===== src/rtl/fetch_pc_sequencer.sv =====
// Program-counter and fetch sequencer: holds the PC, runs the imem req/ack handshake,
// chooses sequential/branch/jump next-PC on each acknowledged fetch and counts completed fetches.
module fetch_pc_sequencer #(
  parameter int unsigned      WIDTH    = 32,
  parameter logic [WIDTH-1:0] RESET_PC = {WIDTH{1'b0}},
  parameter int unsigned      STEP     = 32'd4
) (
  input  logic             clk,
  input  logic             rst_n,
  input  logic             enable,
  input  logic             stall,
  input  logic             branch_taken,
  input  logic [WIDTH-1:0] branch_offset,
  input  logic             jump,
  input  logic [WIDTH-1:0] jump_target,
  output logic             imem_req,
  output logic [WIDTH-1:0] imem_addr,
  input  logic             imem_ack,
  output logic [WIDTH-1:0] pc,
  output logic             next_sel,
  output logic             fetch_done,
  output logic [WIDTH-1:0] fetch_addr,
  output logic [15:0]      fetch_count
);

  typedef enum logic [1:0] {
    ST_IDLE = 2'd0,
    ST_REQ  = 2'd1,
    ST_HOLD = 2'd2
  } state_e;

  state_e           state_q, state_d;
  logic [WIDTH-1:0] pc_q, pc_d;
  logic             next_sel_q, next_sel_d;
  logic             fetch_done_q, fetch_done_d;
  logic [WIDTH-1:0] fetch_addr_q, fetch_addr_d;
  logic [15:0]      fetch_count_q, fetch_count_d;

  logic [WIDTH-1:0] seq_pc_s;
  logic [WIDTH-1:0] branch_pc_s;
  logic             sel_s;
  logic [WIDTH-1:0] next_pc_s;

  // Next-PC candidates; the 2:1 select picks branch over sequential, jump overrides both.
  always_comb begin
    seq_pc_s    = pc_q + WIDTH'(STEP);
    branch_pc_s = seq_pc_s + branch_offset;
    sel_s       = branch_taken & ~jump;
    if (jump) begin
      next_pc_s = jump_target;
    end else if (sel_s) begin
      next_pc_s = branch_pc_s;
    end else begin
      next_pc_s = seq_pc_s;
    end
  end

  // Handshake state machine and fetch bookkeeping.
  always_comb begin
    state_d       = state_q;
    pc_d          = pc_q;
    next_sel_d    = next_sel_q;
    fetch_done_d  = 1'b0;
    fetch_addr_d  = fetch_addr_q;
    fetch_count_d = fetch_count_q;
    case (state_q)
      ST_IDLE: begin
        if (enable) begin
          state_d = stall ? ST_HOLD : ST_REQ;
        end else begin
          state_d = ST_IDLE;
        end
      end
      ST_REQ: begin
        if (imem_ack) begin
          pc_d          = next_pc_s;
          fetch_addr_d  = pc_q;
          fetch_done_d  = 1'b1;
          fetch_count_d = fetch_count_q + 16'd1;
          next_sel_d    = sel_s;
          if (stall) begin
            state_d = ST_HOLD;
          end else if (!enable) begin
            state_d = ST_IDLE;
          end else begin
            state_d = ST_REQ;
          end
        end else if (stall) begin
          // Outstanding fetch is abandoned; it is reissued at the same pc later.
          state_d = ST_HOLD;
        end else begin
          state_d = ST_REQ;
        end
      end
      ST_HOLD: begin
        if (!stall) begin
          state_d = enable ? ST_REQ : ST_IDLE;
        end else begin
          state_d = ST_HOLD;
        end
      end
      default: begin
        state_d = ST_IDLE;
      end
    endcase
  end

  // State registers with synchronous active-low reset.
  always_ff @(posedge clk) begin
    if (!rst_n) begin
      state_q       <= ST_IDLE;
      pc_q          <= RESET_PC;
      next_sel_q    <= 1'b0;
      fetch_done_q  <= 1'b0;
      fetch_addr_q  <= {WIDTH{1'b0}};
      fetch_count_q <= 16'd0;
    end else begin
      state_q       <= state_d;
      pc_q          <= pc_d;
      next_sel_q    <= next_sel_d;
      fetch_done_q  <= fetch_done_d;
      fetch_addr_q  <= fetch_addr_d;
      fetch_count_q <= fetch_count_d;
    end
  end

  assign imem_req    = (state_q == ST_REQ);
  assign imem_addr   = pc_q;
  assign pc          = pc_q;
  assign next_sel    = next_sel_q;
  assign fetch_done  = fetch_done_q;
  assign fetch_addr  = fetch_addr_q;
  assign fetch_count = fetch_count_q;

endmodule


===== config.mk =====
export PLATFORM = sky130hd
export DESIGN_NAME = fetch_pc_sequencer
export DESIGN_NICKNAME = d
export VERILOG_FILES = /design/src/rtl/fetch_pc_sequencer.sv
export SDC_FILE = /design/constraint.sdc
export NUM_CORES = 1
export LEC_CHECK = 0
export CAP_MARGIN = 20
export CELL_PAD_IN_SITES_DETAIL_PLACEMENT = 1
export CELL_PAD_IN_SITES_GLOBAL_PLACEMENT = 2
export CORE_ASPECT_RATIO = 0.7
export CORE_UTILIZATION = 24
export DETAILED_ROUTE_END_ITERATION = 12
export GPL_TIMING_DRIVEN = 0
export MAX_ROUTING_LAYER = met4
export PLACE_DENSITY_LB_ADDON = 0.2
export SKIP_LAST_GASP = 1
export SLEW_MARGIN = 20
export SYNTH_ARGS = -nofsm -noshare
export SYNTH_HDL_FRONTEND = slang
export SYNTH_SLANG_ARGS = --single-unit

===== constraint.sdc =====
create_clock -name clk -period 3.05 [get_ports clk]
set_input_delay 0.305 -clock clk [delete_from_list [all_inputs] [get_ports clk]]
set_output_delay 0.305 -clock clk [all_outputs]
set_load 0.1 [all_outputs]

==> flow_metrics.env <==
export IMPL_outcome="finished with violations"
export IMPL_violations="negative setup slack"
export IMPL_vias_per_cell=4.870
export IMPL_cts_root_buffer="clkbuf_16"
export IMPL_rsz0062_at_grt="true"
export IMPL_pwr_density_cell_nw_per_um2=303.9
export IMPL_drv_cap=0
export IMPL_fillerInstances=2985
export IMPL_portBuffers=184
export IMPL_cts_tree="built"
export IMPL_grt_pass1_wl_um=43980
export IMPL_tightest_slew_ns=1.036
export IMPL_drc_errors=0
export IMPL_setup_tns_ns=-2.718
export IMPL_dp_cells=1363
export IMPL_syn_nets=935
export IMPL_layoutNonFillerInstCount=1449
export IMPL_fin_nets=1199
export IMPL_overflow=0
export IMPL_die_w_um=197.3
export IMPL_synth_seq_cells=84
export IMPL_grt_pass1_vias=6981
export IMPL_gp_congestion=0.8466
export IMPL_first_pass_iters=5
export IMPL_synth_top_area_share_pct=26.25
export IMPL_synth_commonest_cells="nand2_1, dfxtp_1, a21oi_1, xnor2_1, o21ai_0"
export IMPL_ant_nets=0
export IMPL_rows=49
export IMPL_seq_area_frac_synth_pct=26.25
export IMPL_worst_setup_path_start_kind="register"
export IMPL_drt_iter0_markers=385
export IMPL_finalSetupViolations=13
export IMPL_clk_latency_ns=0.36
export IMPL_die_h_um=138.7
export IMPL_drv_slew=0
export IMPL_cts_made_buffers=9
export IMPL_yosys_warnings=0
export IMPL_cts_sinks=84
export IMPL_endpoint_kind="register"
export IMPL_synthToLayoutAreaGrowth_pct=66.00
export IMPL_hp_class="reg -> reg"
export IMPL_fmax_mhz=290.4
export IMPL_grt_antenna_before_repair=0
export IMPL_syn_area_per_cell_um2=7.793
export IMPL_netlist_area_um2=6406
export IMPL_synthCells=822
export IMPL_critical_path_buf_inv_count=1
export IMPL_layout_min_cycle_time_ns=3.444
export IMPL_pin_count=186
export IMPL_cp_cell_sequence="nand4_4, buf_6, nor4_4, and2_4, nand2_2, xnor2_4, ha_4, and4_4, and3_4, nand4_1, a21oi_2, a211o_1, a221oi_4, xnor2_1, a21oi_1"
export IMPL_worstPathRequired_ns=3.29
export IMPL_dp_hpwl_um=22740
export IMPL_path_class="reg -> reg"
export IMPL_num_vias=7056
export IMPL_ir_drop_v=0.0002311
export IMPL_yosysTopAreaCell="dfxtp_1"
export IMPL_crit_family="simple AND/OR/NAND/NOR gates"
export IMPL_finalHoldViolCount=0
export IMPL_core_area_um2=25930
export IMPL_slew_headroom_pct=30.73
export IMPL_p_leak_nw=4.193
export IMPL_fin_skew_ns=0.006401
export IMPL_synthFlopType="dfxtp_1"
export IMPL_final_layout_size_suffix_gt1_share_pct=27.41
export IMPL_crit_slowest_cell="dfxtp_4"
export IMPL_cpPeakStageDelay_ns=0.37
export IMPL_crit_fanout=4
export IMPL_synth_edf_count=0
export IMPL_clock_path_buffers=2
export IMPL_cts_max_level=3
export IMPL_ys_async_sr_fraction_pct=0
export IMPL_wl_um=29870
export IMPL_worst_slack_ns=-0.3938
export IMPL_yosys_cell_count_top_type="nand2_1"
export IMPL_clkTransAtPathRegs_ns=0.07
export IMPL_ys_top_cells_by_area="dfxtp_1, nand2_1, ha_1, xnor2_1, a21boi_0"
export IMPL_dieArea_um2=27360
export IMPL_start_util_pct=24.70
export IMPL_dpl_worst_slack_ns=-0.8682
export IMPL_grt_max_degree=18
export IMPL_critical_path_arrival_ns=3.69
export IMPL_wire_per_inst_um=20.61
export IMPL_fin_crit_sh_pct=112.9
export IMPL_hold_buffers=0
export IMPL_ys_types=65
export IMPL_grtUsageTotal_pct=22.18
repair_timing:
| item | 4_1_cts | 5_1_grt |
|---|---|---|
| pin swaps | 46 | 64 |
| setup endpoints to repair | 19 | 21 |
| setup buffers | 49 | 25 |
| resized for setup | 81 | 85 |
flip-flops by register name, summed over array words and instances, names as in the netlist:
signal / flops
next_sel: 1
fetch_done: 1
fetch_count: 16
imem_addr: 32
state_q: 2
fetch_addr: 32
cells in the final DEF (no fill, tap or decap), drive strengths merged, types with 2 or more instances in the layout:
cell,n
nor2b,6
o211ai,6
xor2,15
mux2i,2
a21oi,58
xnor2,55
nor2,27
a21boi,38
clkbuf,40
nand4,24
nand3,20
a211o,4
a221oi,14
a31oi,2
o21bai,5
a221o,3
and3,17
and2,21
nor4,4
or3,4
a22o,4
o22ai,12
a22oi,5
nor3,16
and4,5
o21a,2
o41ai,2
ha,41
clkdlybuf4s50,184
a21o,15
clkinv,2
o21ai,55
o221ai,3
dfxtp,84
nand2,145
inv,20
buf,117
nor3b,3
tightest hold or removal path, stage by stage (launching register included):
cell      delay, ns
dfxtp_1        0.31
nand2_1        0.05
a21boi_0       0.06
layer usage:
layer	routed length [µm]	track usage (%)
met3	1644	3.234
met4	331	4.488
met1	15510	33.56
met2	12380	30.50
met5	0	-
cell type report:
class	instances	area (µm²)	area share (%)
tap	357	446.7	4.201
clock buffer	9	225.2	2.118
clock inverter	7	70.07	0.6589
inverter	16	60.06	0.5648
multi-input combinational	643	5213	49.02
timing repair buffer	257	2416	22.72
antenna	1	2.502	0.02353
sequential	84	1760	16.55
buffer	75	440.4	4.142
through the flow:
step / instance area (µm²) / power [W] / hold slack [ns] / utilization, %
3_3_place_gp: 8885 / 0.001970 / 0.4524 / 34.26
3_5_place_dp: 8885 / 0.001970 / 0.4575 / 34.26
4_1_cts: 10030 / 0.003181 / 0.4674 / 38.66
5_1_grt: 10630 / 0.003364 / 0.4845 / 40.99
2_1_floorplan: 6596 / 0.001668 / 0.3836 / -
6_report: 10630 / 0.003232 / 0.4655 / 41.00
path summary, 6_finish.rpt:
kind | from | end | slack [ns] | cells past startpoint
setup / recovery | imem_addr[11] | imem_addr[31] | -0.39 | 15
hold / removal | fetch_addr[21] | fetch_addr[21] | 0.47 | 2
setup reg to reg | imem_addr[11] | imem_addr[31] | -0.39 | 15
hold reg to reg | fetch_addr[21] | fetch_addr[21] | 0.47 | 2
kinds of logic after synthesis:
kind of cell	Yosys count	synth area share [%]
and+or+nand+nor	297	23.28
adders and majority gates	42	8.320
muxes	2	0.3125
buffers and inverters	95	7.754
xor gates and xnor gates	70	9.688
DFF	84	26.25
AOI/OAI and AO/OA	232	24.39
where the power goes:
| group | internal (W) | switching [W] | leakage (nW) | total (W) |
|---|---|---|---|---|
| clock | 0.000577 | 0.000564 | 0.143 | 0.00114 |
| sequential | 0.00110 | 0.0000289 | 0.696 | 0.00113 |
| combinational | 0.000371 | 0.000590 | 3.35 | 0.000962 |
| total | 0.00205 | 0.00118 | 4.19 | 0.00323 |
(Power assumes the default switching activity.)
